===== src/rtl/cnn_pkg.sv =====
// Shared types and constants for the 4x4 cellular-network array and its readout.
// Cell values are signed fixed point: 1 sign bit, 4 integer bits, 4 fraction bits.
package cnn_pkg;

   localparam int CNN_WIDTH     = 9;
   localparam int CNN_CELLS     = 16;
   localparam int CNN_INT_BITS  = 4;
   localparam int CNN_FRAC_BITS = 4;

   localparam logic [CNN_WIDTH-1:0] CNN_ONE  = 9'h010;
   localparam logic [CNN_WIDTH-1:0] CNN_MONE = 9'h1F0;

   typedef enum logic [1:0] {
      RD_IDLE   = 2'd0,
      RD_WATCH  = 2'd1,
      RD_STREAM = 2'd2
   } cnn_rd_state_t;

endpackage


===== src/rtl/cnn_stable_detect.sv =====
// Tracks how many consecutive cycles the whole Y bundle has stayed unchanged;
// settled_o is a combinational strobe in the cycle the run reaches STABLE_CYCLES.
module cnn_stable_detect
   import cnn_pkg::*;
#(
   parameter int BUS_W         = CNN_WIDTH * CNN_CELLS,
   parameter int STABLE_CYCLES = 4
) (
   input  logic             clk,
   input  logic             rst,
   input  logic             load_i,
   input  logic             en_i,
   input  logic [BUS_W-1:0] y_i,
   output logic             settled_o
);

   localparam int SW = $clog2(STABLE_CYCLES + 1);

   logic [BUS_W-1:0] prev_q;
   logic [SW-1:0]    stable_q;
   logic [SW-1:0]    stable_d;
   logic             eq;

   assign eq        = (y_i == prev_q);
   assign stable_d  = eq ? stable_q + SW'(1) : '0;
   assign settled_o = en_i & eq & (stable_q == SW'(STABLE_CYCLES - 1));

   always_ff @(posedge clk) begin
      if (rst) begin
         prev_q   <= '0;
         stable_q <= '0;
      end else if (load_i) begin
         prev_q   <= y_i;
         stable_q <= '0;
      end else if (en_i) begin
         prev_q   <= y_i;
         stable_q <= stable_d;
      end
   end

endmodule


===== src/rtl/cnn_settle_reader.sv =====
// Waits for the array outputs to settle (or time out), snapshots all cells in one
// cycle, then streams them one per valid/ready handshake; stream outputs come only from registers.
module cnn_settle_reader
   import cnn_pkg::*;
#(
   parameter int WIDTH         = CNN_WIDTH,
   parameter int CELLS         = CNN_CELLS,
   parameter int STABLE_CYCLES = 4,
   parameter int MAX_CYCLES    = 255
) (
   input  logic                     clk,
   input  logic                     rst,
   input  logic                     start,
   input  logic [WIDTH*CELLS-1:0]   y_in,
   output logic [WIDTH-1:0]         out_data,
   output logic [$clog2(CELLS)-1:0] out_index,
   output logic                     out_valid,
   input  logic                     out_ready,
   output logic                     out_last,
   output logic                     busy,
   output logic                     converged,
   output logic                     done
);

   localparam int IW = $clog2(CELLS);
   localparam int CW = $clog2(MAX_CYCLES + 1);

   cnn_rd_state_t   state_q;
   logic [IW-1:0]   idx_q;
   logic [IW-1:0]   idx_d;
   logic [CW-1:0]   cyc_q;
   logic [CW-1:0]   cyc_d;
   logic            conv_q;
   logic            done_q;
   logic [WIDTH-1:0] snap_q [CELLS];

   logic settled;
   logic timeout;
   logic is_last;

   cnn_stable_detect #(
      .BUS_W         (WIDTH * CELLS),
      .STABLE_CYCLES (STABLE_CYCLES)
   ) u_detect (
      .clk       (clk),
      .rst       (rst),
      .load_i    ((state_q == RD_IDLE) && start),
      .en_i      (state_q == RD_WATCH),
      .y_i       (y_in),
      .settled_o (settled)
   );

   assign timeout = (cyc_q == CW'(MAX_CYCLES - 1));
   assign is_last = (idx_q == IW'(CELLS - 1));
   assign idx_d   = idx_q + IW'(1);
   assign cyc_d   = cyc_q + CW'(1);

   // Every output is a decode of registered state; nothing reaches them from y_in.
   assign out_valid = (state_q == RD_STREAM);
   assign out_data  = out_valid ? snap_q[idx_q] : '0;
   assign out_index = idx_q;
   assign out_last  = out_valid & is_last;
   assign busy      = (state_q != RD_IDLE);
   assign converged = conv_q;
   assign done      = done_q;

   always_ff @(posedge clk) begin
      if (rst) begin
         state_q <= RD_IDLE;
         idx_q   <= '0;
         cyc_q   <= '0;
         conv_q  <= 1'b0;
         done_q  <= 1'b0;
         for (int k = 0; k < CELLS; k++) snap_q[k] <= '0;
      end else begin
         done_q <= 1'b0;
         case (state_q)
            RD_IDLE: begin
               if (start) begin
                  cyc_q   <= '0;
                  state_q <= RD_WATCH;
               end
            end
            RD_WATCH: begin
               cyc_q <= cyc_d;
               // Settle takes priority when it coincides with the timeout cycle.
               if (settled || timeout) begin
                  for (int k = 0; k < CELLS; k++) snap_q[k] <= y_in[k*WIDTH +: WIDTH];
                  conv_q  <= settled;
                  state_q <= RD_STREAM;
               end
            end
            RD_STREAM: begin
               if (out_ready) begin
                  if (is_last) begin
                     idx_q   <= '0;
                     done_q  <= 1'b1;
                     state_q <= RD_IDLE;
                  end else begin
                     idx_q <= idx_d;
                  end
               end
            end
            default: state_q <= RD_IDLE;
         endcase
      end
   end

endmodule


===== config.mk =====
export PLATFORM = sky130hd
export DESIGN_NAME = cnn_settle_reader
export DESIGN_NICKNAME = d
export VERILOG_FILES = /design/src/rtl/cnn_pkg.sv /design/src/rtl/cnn_stable_detect.sv /design/src/rtl/cnn_settle_reader.sv
export SDC_FILE = /design/constraint.sdc
export NUM_CORES = 1
export LEC_CHECK = 0
export CORE_ASPECT_RATIO = 1.75
export CORE_MARGIN = 4
export CORE_UTILIZATION = 51
export DETAILED_ROUTE_END_ITERATION = 6
export GPL_ROUTABILITY_DRIVEN = 0
export PLACE_DENSITY = 0.74
export SKIP_LAST_GASP = 1
export SLEW_MARGIN = 20
export SYNTH_ARGS = -nofsm -noshare
export SYNTH_HDL_FRONTEND = slang
export SYNTH_HIERARCHICAL = 1
export SYNTH_SLANG_ARGS = --single-unit
export TNS_END_PERCENT = 1

===== constraint.sdc =====
create_clock -name clk -period 10.2 [get_ports clk]
set_input_delay 2.04 -clock clk [delete_from_list [all_inputs] [get_ports clk]]
set_output_delay 2.04 -clock clk [all_outputs]
set_load 0.1 [all_outputs]

Yosys cells after proc, flatten, opt, wreduce, memory -nomap -nowiden --
Memories as Yosys holds them, arrays and structs flattened. A register that Yosys moved wholly into a read port is not among the register bits. Cells that the tools add are included.
Word-level totals: register bits 163, memory bits (writable) 144, output and inout bits 18, logic and storage cells 91, memories 1
Cells by class: add/sub/neg operators 3, equality and inequality tests 10, multiplexer cells 37, bitwise logic cells 21, reduce and logical (&&, ||, !) cells 12
Memories:
- snap_q | depth 16, bits a word 9, rd ports 1, clocked after memory_dff 1, write ports 16, RTL line cnn_settle_reader.sv:35 | logic [WIDTH-1:0] snap_q [CELLS];
Operators with widths (number):
- $mux W144 | 2
- $mux W9 | 17
- $eq A144 B144 Y1 | 1
- $or A1 B1 Y1 | 16
- $pmux W8 S2 | 1
- $mux W4 | 3
- $add A8 B1 Y8 const B | 1
- $eq A8 B8 Y1 const B | 1
- $mux W2 | 4
- $mux W8 | 1
- $mux W1 | 7
- $pmux W2 S3 | 1
- $reduce_and A2 Y1 | 3
- $reduce_bool A2 Y1 | 3
- $add A4 B1 Y4 const B | 1
- $eq A4 B4 Y1 const B | 1
- $ne A2 B1 Y1 const B | 2
- $ne A2 B2 Y1 const B | 2
- $reduce_and A4 Y1 | 1
- $add A3 B1 Y3 const B | 1
- $and A1 B1 Y1 | 3
- $eq A3 B2 Y1 const B | 1
- $mux W3 | 1
- $reduce_or A3 Y1 | 1
- 7 further kinds | 8

Depth between registers and ports, before layout --
depth after elaboration 9, mapped depth 11, gate-level depth less buffers 10

Hierarchy --
Netlist, hierarchy kept.
By module, submodules not included:
- cnn_settle_reader | times used 1, cells an instance 512, area each 7417.1 µm², seq. area each 4724.5 µm²
- cnn_stable_detect | times used 1, cells an instance 934, area each 7095.6 µm², seq. area each 2942.8 µm²

Worst setup path before layout --
Ideal clock, no wire load.
kind in2reg, start input port y_in[51], end memory snap_q[0][0] (netlist bit) (enable), library setup time 0.678 ns, arrival time 10.416 ns, data required time 9.522 ns, path slack -0.894 ns, stages on the path 8, cell sequence nor2b_1 a2111o_1 nor4_1 nand4_1 or4_4 nor3_2 a41oi_4 o21bai_1
RTL lines:
- start, declared | RTL line cnn_settle_reader.sv:14 | input logic [WIDTH*CELLS-1:0] y_in,
- end, declared | RTL line cnn_settle_reader.sv:35

==> impl_metrics.yaml <==
sta:
  tns_ns: 0
  period_share: 0.645
  finalMaxSlewViolations: 0
  max_freq_ghz: 0.152
  hold_viol_final: 0
  setup_viol: 0
  rsz0062_at_grt: "false"
  max_slew_margin: 0.249
  tightest_slew_ns: 1.13
  finClkSkew_ns: 0.00859
  period_minus_slack_ns: 6.58
pwr:
  p_int_mw: 2.13
  power_leakage_nw: 6.22
  power.density_nw_per_um2: 165
  clockPowerShare: 0.374
  netSwitchingFraction: 0.255
  p_comb_frac: 0.130
  irDropWorstVdd_uv: 143
  seq_power_share: 0.496
  p_switching_mw: 0.728
layout:
  nets: 1726
  fin_area_um2: 17300
  synthToLayoutAreaGrowth_pct: 19.4
  layout-drive-gt1-share: 0.0809
  fin_cells: 1970
clock_tree:
  cts.sinks: 311
  worstSkewPairLatency_ns: 0.55
  cts.path.max_buffers: 3
  numCtsBuffers: 28
  cts.repair.resized: 0
  htreeDepth: 1
  root_buffer: "clkbuf_16"
  clkTransAtPathRegs_ns: 0.07
  cts_tree: "yes"
  postCtsSetupBuffers: 0
  hold_buffers: 0
grt:
  antenna_found_initial: 2
  track_usage: 0.285
  grt_pass1_wl_um: 66300
  overflow: 0
  grt_start_max_net_pins: 145
  grt_pass1_vias: 10700
yosys:
  synthCells: 1446
  avgSynthCellArea_um2: 10.0
  yosys.area.top_type: "edfxtp_1"
  yosysTopAreaCellShare: 0.298
  synth-seq-cells: 311
  synth-edff-count: 144
  synth_nets: 1599
  synth.distinct_cells: 64
  syn_area_um2: 14500
  synth_area_leaders: "edfxtp_1 30%, dfxtp_1 23%, nand2_1 8.0%, a21oi_1 5.3%, nor2b_1 4.0%"
  async_flop_share: 0
  yosysWarnings: 6
  yosys_most_used_dff: "dfxtp_1"
  yosysSeqAreaShare: 0.528
die:
  start_util: 0.519
  die_h_um: 231
  die_w_um: 136
  die_area_um2: 31300
  core_area_um2: 28000
  core.rowCount: 81
  ios: 166
route:
  vias: 11300
  drt_iter0_drc: 1135
  wirelength_um: 45600
  ant_nets: 0
  drcViolationCount: 0
  detail_route.wl_per_cell_um: 23.2
  vias_per_cell: 5.75
  firstDrtPassIters: 6
place:
  placed_area_um2: 16400
  dp.cells: 1916
  port_buffers: 165
  dpl.hpwl_um: 33200
critical_path:
  worstSetupPathType: "flop to output port"
  critPathCaptureType: "output port"
  cp_max_fo: 27
  arrival_ns: 4.54
  worst_setup_path_start_kind: "flop"
  cp.required_ns: 8.16
min_path:
  min_path_type: "flop to flop"
flow_run:
  maxCapViolations: 0
status:
  status: "complete, no violations"
critical path, cell delays in order (launching register included):
cell             delay (ns)
dfxtp_2                0.94
buf_4                  0.54
mux4_2                 0.59
mux2i_1                0.56
o22ai_1                0.28
clkdlybuf4s50_1        1.03
area by class of cell:
| type | instances | area [um^2] |
|---|---|---|
| fillers | 2343 | 10600 |
| flip-flops and latches | 311 | 7670 |
| multi-input cells | 1018 | 6380 |
| repair buffers | 174 | 1730 |
| clock buffers | 42 | 820 |
| well taps | 373 | 467 |
| inverters | 40 | 150 |
| clock inverters | 10 | 106 |
| diodes | 2 | 5.00 |
flip-flops by register name (all words and copies together) (netlist names), named ones only:
signal,count
snap_q,144
u_detect/prev_q,144
cyc_q,8
out_index,4
u_detect/stable_q,3
state_q,2
converged,1
done,1
path summary, 6_finish.rpt:
kind                   startpoint              endpoint  slack (ns)  cells past startpoint
max                          flop           out_data[4]        3.62                      5
min reg2reg  u_detect/prev_q[114]  u_detect/prev_q[114]        0.45                      2
min          u_detect/prev_q[114]  u_detect/prev_q[114]        0.45                      2
max reg2reg    u_detect/prev_q[2]         snap_q[14][7]        6.38                      9
per-stage QoR:
step                       util  setup WS, ns  hold slack [ns]  total power [mW]
after floorplan               -          2.20            0.432              1.63
after global placement    0.586          4.19            0.438              1.80
after detailed placement  0.586          4.22            0.445              1.81
after CTS                 0.619          3.66            0.454              2.86
after global routing      0.619          3.60            0.471              2.95
final                     0.619          3.62            0.452              2.86
cell usage after synthesis (4+ instances only):
cell	count
nand2_1	308
dfxtp_1	167
a21oi_1	154
edfxtp_1	144
nor2b_1	93
and2_1	55
clkbuf_1	52
xnor2_1	45
nand2b_1	44
xor2_1	39
inv_1	38
and2_2	35
mux2i_1	28
nor2_1	25
mux4_2	24
nand4_1	23
nor4_1	20
o22ai_1	16
o2111ai_1	12
a2111o_1	10
clkbuf_2	10
nand3_1	8
a221o_1	7
buf_1	7
mux2_2	6
o21ai_0	6
ha_1	5
or4_1	5
buf_6	4
nand3b_1	4
nand4b_1	4
power groups by stage:
stage          Combinational, mW  Sequential, mW  Clock, mW
2_1_floorplan              0.193            1.44          0
3_3_place_gp               0.360            1.44          0
3_5_place_dp               0.364            1.44          0
4_1_cts                    0.366            1.42       1.08
5_1_grt                    0.392            1.42       1.13
6_report                   0.371            1.42       1.07
cells in the final DEF (no fill, tap or decap), types with 30 or more instances in the layout:
cell type	Yosys	final
edfxtp_1	144	144
clkbuf_16	0	30
and2_2	35	35
a21oi_1	154	154
dfxtp_1	167	166
clkdlybuf4s50_1	0	164
xor2_1	39	39
inv_1	38	38
nand2b_1	44	44
xnor2_1	45	45
nor2b_1	93	93
nand2_1	308	308
and2_1	55	55
kinds of logic after synthesis:
family,synth area share
AO/OA/AOI/OAI,0.0939
XOR/XNOR,0.0507
adder cells (fa/ha/maj),0.00431
buffers and inverters,0.0337
flip-flops,0.528
multiplexers,0.0612
AND/OR/NAND/NOR,0.228
per-layer routing:
layer	wire length, um	global-route usage	up-vias	part of all wire
li1	-	-	5245	-
met1	16100	0.326	5418	0.35
met2	23400	0.505	516	0.51
met3	2760	0.0332	144	0.061
met4	3400	0.170	2	0.074
met5	8	0	-	0.00018
(Power assumes the default switching activity.)
